`config.mk`:
```
export PLATFORM = sky130hd
export DESIGN_NAME = seq_matrix_mult
export DESIGN_NICKNAME = d
export VERILOG_FILES = /design/src/rtl/seq_matrix_mult.sv
export SDC_FILE = /design/constraint.sdc
export NUM_CORES = 1
export LEC_CHECK = 0
export CAP_MARGIN = 20
export CORE_MARGIN = 2
export CORE_UTILIZATION = 30
export DETAILED_ROUTE_END_ITERATION = 12
export GPL_TIMING_DRIVEN = 1
export PLACE_DENSITY = 0.59
export SLEW_MARGIN = 20
export SYNTH_ARGS = -nofsm -noshare
export SYNTH_HDL_FRONTEND = slang
export SYNTH_SLANG_ARGS = --single-unit
```
`constraint.sdc`:
```
create_clock -name CLK -period 3.7 [get_ports CLK]
set_input_delay 0.37 -clock CLK [delete_from_list [all_inputs] [get_ports CLK]]
set_output_delay 0.37 -clock CLK [all_outputs]
set_load 0.03 [all_outputs]
```
`src/rtl/seq_matrix_mult.sv`:
```
// rtl/seq_matrix_mult.sv - sequential SIZExSIZE matrix multiplier with one shared MAC
//
// Computes C = A x B one element at a time, streaming each C[i][j] out in
// row-major order behind a valid/ready handshake.
//
// Ports:
//   CLK        clock, all state updates on the rising edge
//   RST        synchronous active-high reset
//   START      begin a new job (taken only while IN_READY=1)
//   _A, _B     operand matrices, row-major, element (r,c) at (r*SIZE+c)*BITS +: BITS
//   IN_READY   idle, START will be accepted
//   OUT_       result element C[OUT_ROW][OUT_COL], sign-extended in signed mode
//   OUT_ROW    row index of OUT_
//   OUT_COL    column index of OUT_
//   OUT_VALID  OUT_/OUT_ROW/OUT_COL are valid and held until OUT_READY
//   OUT_READY  consumer accepts the current element
//   DONE       one-cycle pulse after the final element is accepted
module seq_matrix_mult #(
  parameter int BITS   = 2,
  parameter int SIZE   = 4,
  parameter int SIGNED = 0,
  localparam int ACC_W = 2*BITS + $clog2(SIZE),
  localparam int IDX_W = $clog2(SIZE)
) (
  input  logic                      CLK,
  input  logic                      RST,
  input  logic                      START,
  input  logic [BITS*SIZE*SIZE-1:0] _A,
  input  logic [BITS*SIZE*SIZE-1:0] _B,
  output logic                      IN_READY,
  output logic [ACC_W-1:0]          OUT_,
  output logic [IDX_W-1:0]          OUT_ROW,
  output logic [IDX_W-1:0]          OUT_COL,
  output logic                      OUT_VALID,
  input  logic                      OUT_READY,
  output logic                      DONE
);

  localparam logic [1:0] S_IDLE = 2'd0;
  localparam logic [1:0] S_MAC  = 2'd1;
  localparam logic [1:0] S_EMIT = 2'd2;

  localparam logic [IDX_W-1:0] IDX_LAST = IDX_W'(SIZE - 1);

  logic [1:0]                state_q, state_d;
  logic [BITS*SIZE*SIZE-1:0] a_q, a_d;
  logic [BITS*SIZE*SIZE-1:0] b_q, b_d;
  logic [IDX_W-1:0]          i_q, i_d;
  logic [IDX_W-1:0]          j_q, j_d;
  logic [IDX_W-1:0]          k_q, k_d;
  logic [ACC_W-1:0]          acc_q, acc_d;
  logic [ACC_W-1:0]          out_q, out_d;
  logic                      done_q, done_d;

  logic [BITS-1:0]  a_el, b_el;
  logic             a_sx, b_sx;
  logic [ACC_W-1:0] a_ext, b_ext, prod, sum;

  // Operand fetch for the current MAC step: A[i][k] and B[k][j].
  always_comb begin
    a_el  = a_q[(int'(i_q)*SIZE + int'(k_q))*BITS +: BITS];
    b_el  = b_q[(int'(k_q)*SIZE + int'(j_q))*BITS +: BITS];
    a_sx  = (SIGNED != 0) && a_el[BITS-1];
    b_sx  = (SIGNED != 0) && b_el[BITS-1];
    a_ext = {{(ACC_W-BITS){a_sx}}, a_el};
    b_ext = {{(ACC_W-BITS){b_sx}}, b_el};
    // Low ACC_W bits of the product are exact for both unsigned and two's-complement.
    prod  = a_ext * b_ext;
    sum   = acc_q + prod;
  end

  always_comb begin
    state_d = state_q;
    a_d     = a_q;
    b_d     = b_q;
    i_d     = i_q;
    j_d     = j_q;
    k_d     = k_q;
    acc_d   = acc_q;
    out_d   = out_q;
    done_d  = 1'b0;
    case (state_q)
      S_IDLE: begin
        if (START) begin
          a_d     = _A;
          b_d     = _B;
          i_d     = '0;
          j_d     = '0;
          k_d     = '0;
          acc_d   = '0;
          state_d = S_MAC;
        end
      end
      S_MAC: begin
        acc_d = sum;
        k_d   = k_q + 1'b1;
        if (k_q == IDX_LAST) begin
          out_d   = sum;
          k_d     = '0;
          state_d = S_EMIT;
        end
      end
      S_EMIT: begin
        if (OUT_READY) begin
          if (i_q == IDX_LAST && j_q == IDX_LAST) begin
            state_d = S_IDLE;
            done_d  = 1'b1;
          end else begin
            if (j_q == IDX_LAST) begin
              j_d = '0;
              i_d = i_q + 1'b1;
            end else begin
              j_d = j_q + 1'b1;
            end
            acc_d   = '0;
            state_d = S_MAC;
          end
        end
      end
      default: state_d = S_IDLE;
    endcase
  end

  always_ff @(posedge CLK) begin
    if (RST) begin
      state_q <= S_IDLE;
      a_q     <= '0;
      b_q     <= '0;
      i_q     <= '0;
      j_q     <= '0;
      k_q     <= '0;
      acc_q   <= '0;
      out_q   <= '0;
      done_q  <= 1'b0;
    end else begin
      state_q <= state_d;
      a_q     <= a_d;
      b_q     <= b_d;
      i_q     <= i_d;
      j_q     <= j_d;
      k_q     <= k_d;
      acc_q   <= acc_d;
      out_q   <= out_d;
      done_q  <= done_d;
    end
  end

  assign IN_READY  = (state_q == S_IDLE);
  assign OUT_VALID = (state_q == S_EMIT);
  assign OUT_      = out_q;
  assign OUT_ROW   = i_q;
  assign OUT_COL   = j_q;
  assign DONE      = done_q;

endmodule

```
==> results of run 1 <==
## power by group
group / internal [µW] / switching (µW)
Sequential: 961 / 27.2
Clock: 526 / 372
Combinational: 130 / 120
Total: 1620 / 520
## worst register-to-register path: cells and delay by family (launching register included)
family	cells	cell delay (ns)
AOI/OAI and AO/OA	3	0.30
xor gates and xnor gates	1	0.15
adders and majority gates	3	1.04
buffers and inverters	2	0.27
DFF	1	0.48
muxes	2	0.72
and+or+nand+nor	4	0.34
## registers in the layout, summed over array words and instances, names as in the netlist
name	flops
DONE	1
OUT_	6
OUT_COL	2
OUT_ROW	2
a_q	32
acc_q	6
b_q	32
k_q	2
state_q	2
## metrics by stage
step | area, µm² | cells
after CTS | 5020 | 677
after floorplan | 3800 | 435
after global routing | 5020 | 677
after detailed placement | 4720 | 662
final | 5020 | 677
after global placement | 4720 | 662
## kinds of logic after synthesis
kind of cell / Yosys count / synth area share
compound gates: 92 / 0.135
xor+xnor: 3 / 0.00691
fa+ha+maj: 10 / 0.0368
buf+inv: 36 / 0.0441
flops: 85 / 0.447
mux: 27 / 0.141
simple gates: 182 / 0.189
## worst min-delay path by stage
stage / startpoint / end / slack (ns) / depth (start not counted)
floorplan: a_q[10] / a_q[10] / 0.43 / 2
CTS: a_q[24] / a_q[24] / 0.46 / 2
finish: a_q[17] / a_q[17] / 0.46 / 2
global route: b_q[26] / b_q[26] / 0.48 / 2
detailed placement: a_q[24] / a_q[24] / 0.45 / 2
global placement: a_q[30] / a_q[30] / 0.44 / 2
## cells in the final DEF, fill, tap and decap left out, drive strengths merged
| master | n |
|---|---|
| mux4 | 16 |
| dfxtp | 85 |
| mux2i | 6 |
| a21boi | 1 |
| a21oi | 74 |
| nand3 | 2 |
| bufinv | 1 |
| inv | 6 |
| nor3 | 2 |
| or2 | 1 |
| clkbuf | 9 |
| a211oi | 2 |
| ha | 8 |
| xnor2 | 3 |
| nor2 | 22 |
| and2 | 2 |
| clkdlybuf4s50 | 79 |
| mux2 | 5 |
| clkinv | 2 |
| a22oi | 7 |
| buf | 8 |
| nand2b | 3 |
| nand3b | 1 |
| nor3b | 1 |
| o21ai | 5 |
| clkinvlp | 1 |
| fa | 2 |
| a21o | 1 |
| a22o | 1 |
| nand2 | 145 |
| nor2b | 3 |
| a31oi | 1 |
## layer usage
layer  track usage  share of wire  up-vias
li1              -              -     1609
met1         0.182           0.48     1441
met2         0.226           0.47       60
met3        0.0254          0.043       11
met4        0.0455          0.010        0
met5             0              0        -
## synthesized netlist by cell type
| cell | count | area (µm²) |
|---|---|---|
| nand2_1 | 145 | 544 |
| nor3_1 | 2 | 10.0 |
| a22o_1 | 1 | 8.76 |
| o21ai_0 | 1 | 5.00 |
| buf_2 | 11 | 55.1 |
| buf_6 | 2 | 22.5 |
| dfxtp_1 | 85 | 1700 |
| nor3b_1 | 1 | 7.51 |
| or2_2 | 1 | 6.26 |
| xnor2_1 | 3 | 26.3 |
| a22oi_1 | 7 | 52.6 |
| a21boi_1 | 1 | 7.51 |
| nand3_1 | 2 | 10.0 |
| fa_1 | 2 | 40.0 |
| o21ai_2 | 4 | 35.0 |
| a31oi_1 | 1 | 6.26 |
| and2_1 | 2 | 12.5 |
| inv_1 | 4 | 15.0 |
| a211oi_2 | 1 | 12.5 |
| buf_4 | 1 | 7.51 |
| a21oi_1 | 74 | 370 |
| mux2i_1 | 6 | 60.1 |
| buf_1 | 1 | 3.75 |
| mux4_1 | 15 | 394 |
| nand3b_1 | 1 | 7.51 |
| mux4_2 | 1 | 22.5 |
| nand2b_1 | 3 | 18.8 |
| nor2b_1 | 3 | 18.8 |
| ha_1 | 8 | 100 |
| a211oi_1 | 1 | 7.51 |
| nor2_1 | 22 | 82.6 |
| mux2_2 | 4 | 45.0 |
| mux2_4 | 1 | 15.0 |
| clkbuf_1 | 17 | 63.8 |
| a21o_1 | 1 | 7.51 |
## area by class of cell
cell class                      instances  area share
Tap cell                              172      0.0429
Multi-Input combinational cell        314       0.387
Inverter                                4     0.00299
Clock buffer                            9      0.0449
Clock inverter                          6      0.0145
Timing Repair Buffer                   87       0.169
Sequential cell                        85       0.339
==> flow_summary.yaml, run 1 <==
status:
  status: "complete, no violations"
sta:
  setup_viol: 0
  rsz0062_at_grt: "no"
  fin_worst_skew_ns: 0.00555
  slew_viol_final: 0
  setup_ws_ns: 0.261
  hold_ws_ns: 0.455
  worst_pin_slew_ns: 0.838
  max_slew_margin: 0.441
  min_period_over_period: 0.929
  clock.fmax_mhz: 291
  period_minus_slack_ns: 3.44
  final_hold_viol_count: 0
  tns_ns: 0
detailed_routing:
  vias_per_cell: 4.61
  drc_errors: 0
  firstDrtPassIters: 4
  wl_per_cell_um: 13.1
  via_count: 3121
  ant_nets: 0
  wirelength_um: 8900
  drtIter0Drc: 198
critical_path:
  startpoint_type: "flop"
  critPathBufInv: 2
  startpoint: "OUT_COL[0]"
  endpoint: "acc_q[5]"
  critPathRequiredTime_ns: 3.89
  path_class: "flop to flop"
  r2r_end: "acc_q[5]"
  cp_top_family: "adder cells"
  cp.arrival_ns: 3.63
  cp_slowest_stage_delay_ns: 0.55
  crit_fanout: 6
  cp_num_cells: 15
  worstPathCellList: "buf_4, mux4_1, mux2i_1, nand2_1, o21ai_2, nor2_1, fa_1, ha_1, inv_1, fa_1, nor2b_1, o21ai_0, xnor2_1, a22oi_1, nor2_1"
  r2r_slack_ns: 0.26
  cp_slowest_cell: "mux4_1"
  rr_worst_depth: 15
  r2r-start: "OUT_COL[0]"
  end_kind: "flop"
global_route:
  grt-ovfl-total: 0
  grt_pass1_wl_um: 14600
  grt_max_degree: 67
  grt_usage: 0.137
  grt_antenna_before_repair: 0
  first_global_vias: 3035
floorplanning:
  coreArea_um2: 12500
  die_area_um2: 13600
  die_w_um: 117
  rows: 41
  ios: 81
  dieHeight_um: 117
  initial_core_util: 0.304
clocking:
  cts.htree.levels: 3
  ctsHoldBuffers: 0
  clk_pin_slew_ns: 0.06
  cts_root_buf: "clkbuf_16"
  cts_tree: "done"
  clock_sinks: 85
  post_cts_buffers: 0
  cts_resized: 0
  cts_made_buffers: 9
  clk_latency_ns: 0.33
  clockBufferDepth: 2
yosys:
  ys_seq_elements: 85
  synth_warnings: 0
  ys_types: 35
  netlist_instances: 435
  ys_seq_area_frac: 0.447
  synth_area_per_cell_um2: 8.74
  synth_fp_nets: 513
  netlist_area_um2: 3800
cells_and_area:
  drive_gt1_frac: 0.0733
  syn_to_final_growth_pct: 32.0
  fillers: 1278
  multi_input_area_um2: 1940
  area.sequential_um2: 1700
  postLayoutCoreUtil: 0.401
  antenna_cells: 0
  nets: 579
placement:
  gp_congestion: 0.785
  io_buffers: 80
  dpl_worst_slack_ns: 0.249
  dpl.hpwl_um: 6580
worst_hold_path:
  hold_path.class: "flop to flop"
run:
  maxCapViolCount: 0
pwr:
  power.density_nw_per_um2: 426
  leakage_uw: 0.00188
  p_total_uw: 2140
  max-vdd-ir-drop_uv: 259
Power figures use the tool's default switching activity.
==> inputs of run 2 (changes only) <==
--- a/config.mk
+++ b/config.mk
@@ -5,7 +5,7 @@
 export SDC_FILE = /design/constraint.sdc
 export NUM_CORES = 1
 export LEC_CHECK = 0
-export CAP_MARGIN = 20
+export CAP_MARGIN = 30
 export CORE_MARGIN = 2
 export CORE_UTILIZATION = 30
 export DETAILED_ROUTE_END_ITERATION = 12
==> run 2 against run 1 <==
  * Clock power is 0.6% lower
  * Maximum frequency is 1.1% higher
  * Worst hold slack got worse by 0.0018 ns
  * Wire length up 0.28%
  * Die area stayed put
  * Clock skew shrank 0.00069 ns
  * Flip-flop and latch count unchanged
  * Sequential share of layout area decreased by 0.085 points
  * Largest cell class unchanged
  * Critical path depth is 1 lower
  * Final cell count up 0.15%
  * Register-to-register slack improved by 0.04 ns
==> flow_summary.yaml, run 2 (synthesized netlist as in run 1, its figures left out) <==
status:
  status: "complete, no violations"
clocking:
  ctsHoldBuffers: 0
  cts_made_buffers: 9
  clk_latency_ns: 0.34
  clk_pin_slew_ns: 0.06
  cts_tree: "done"
  clockBufferDepth: 2
  cts_root_buf: "clkbuf_16"
  post_cts_buffers: 0
  cts.htree.levels: 3
  clock_sinks: 85
run:
  maxCapViolCount: 0
pwr:
  p_clk_frac: 0.419
  switching_share: 0.242
  comb_power_share: 0.119
  max-vdd-ir-drop_uv: 211
  p_switching_uw: 517
  power.density_nw_per_um2: 424
  intPower_uw: 1620
  p_total_uw: 2140
  leakage_uw: 0.00188
  seqPwrFrac: 0.463
sta:
  worst_pin_slew_ns: 0.833
  fin_worst_skew_ns: 0.00486
  tns_ns: 0
  slew_viol_final: 0
  final_hold_viol_count: 0
  clock.fmax_mhz: 294
  rsz0062_at_grt: "no"
  setup_viol: 0
  period_minus_slack_ns: 3.40
  min_period_over_period: 0.919
  setup_ws_ns: 0.299
  max_slew_margin: 0.445
critical_path:
  crit_fanout: 11
  critPathRequiredTime_ns: 3.89
  r2r_end: "acc_q[5]"
  cp_slowest_stage_delay_ns: 0.57
  cp_slowest_cell: "mux4_1"
  rr_worst_depth: 14
  cp.arrival_ns: 3.60
  path_class: "flop to flop"
  r2r-start: "k_q[0]"
  end_kind: "flop"
  startpoint_type: "flop"
  worstPathCellList: "buf_4, mux4_1, mux2_2, o21ai_2, nor2_1, fa_1, ha_1, inv_1, fa_1, nor2b_1, o21ai_0, xnor2_1, a22oi_1, nor2_1"
  r2r_slack_ns: 0.30
placement:
  dpl.hpwl_um: 6620
  gp_congestion: 0.785
  dpl_worst_slack_ns: 0.222
  io_buffers: 80
  placed_cell_area_um2: 4740
detailed_routing:
  firstDrtPassIters: 4
  via_count: 3121
  vias_per_cell: 4.60
  wl_per_cell_um: 13.2
  wirelength_um: 8920
  ant_nets: 0
  drc_errors: 0
  drtIter0Drc: 122
cells_and_area:
  design_area_um2: 5040
  final_common_cell: "nand2_1"
  antenna_cells: 0
  nets: 580
  syn_to_final_growth_pct: 32.4
  most-common-layout-cells: "nand2_1 (144), dfxtp_1 (84), clkdlybuf4s50_1 (79), a21oi_1 (74), nor2_1 (22)"
  reg_top3: "a_q (32), b_q (32)"
  postLayoutCoreUtil: 0.402
  drive_gt1_frac: 0.0771
floorplanning:
  ios: 81
  die_w_um: 117
  coreArea_um2: 12500
  initial_core_util: 0.304
  dieHeight_um: 117
  rows: 41
  die_area_um2: 13600
worst_hold_path:
  hp-start: "a_q[18]"
  hold_path.class: "flop to flop"
  min_to: "a_q[18]"
  holdPathStages: 2
global_route:
  first_global_vias: 3012
  grt_max_degree: 47
  grt_antenna_before_repair: 0
  grt-ovfl-total: 0
  grt_pass1_wl_um: 14900
  grt_usage: 0.141
## run 2: cell types whose count changed in the layout (fill, tap and decap cells not counted), sizes merged
cell and delta:
buf +1, clkinv +1, inv -1
## run 2: worst max-delay path by stage
stage / start / to / slack (ns)
2_1_floorplan: OUT_COL[0] / acc_q[5] / 0.27
3_3_place_gp: OUT_COL[0] / acc_q[5] / 0.33
3_5_place_dp: OUT_COL[0] / acc_q[5] / 0.22
4_1_cts: OUT_COL[0] / acc_q[5] / 0.20
5_1_grt: k_q[0] / acc_q[5] / 0.02
6_report: k_q[0] / acc_q[5] / 0.30
## run 2: timing repair
item | 4_1_cts | 5_1_grt
resized for setup | 0 | 1
setup endpoints to repair | 0 | 1
hold endpoints to repair | 0 | 0
## run 2: power by group through the flow
stage	clock network [µW]	registers [µW]	logic, µW
6_report	894	989	254
2_1_floorplan	0	997	151
5_1_grt	960	993	284
4_1_cts	913	989	256
3_5_place_dp	0	1010	256
3_3_place_gp	0	1010	247
## run 2: metrics by stage
stage               std cells  hold WS (ns)
floorplan                 435         0.432
global placement          662         0.440
detailed placement        663         0.448
CTS                       678         0.457
global route              678         0.478
finish                    678         0.453
## run 2: layer usage
layer / vias up / track usage / wire length, µm
met2: 73 / 0.215 / 4050
met5: - / 0 / 0
met1: 1419 / 0.193 / 4260
met3: 14 / 0.0374 / 441
met4: 0 / 0.0557 / 170
li1: 1615 / - / -
## run 2: final cells by class
cell class | instances | area (µm²)
inverters | 4 | 15.0
clock inverters | 6 | 72.6
repair buffers | 88 | 868
well taps | 172 | 215
fillers | 1294 | 7480
clock buffers | 9 | 225
flip-flops and latches | 85 | 1700
multi-input cells | 314 | 1940
## run 2: critical path, delay by kind of cell (launching register included)
family	cells	cell delay, ns
adder cells (fa/ha/maj)	3	1.07
multiplexers	2	0.86
XOR/XNOR	1	0.15
AND/OR/NAND/NOR	3	0.25
AO/OA/AOI/OAI	3	0.36
buffers and inverters	2	0.25
flip-flops	1	0.32
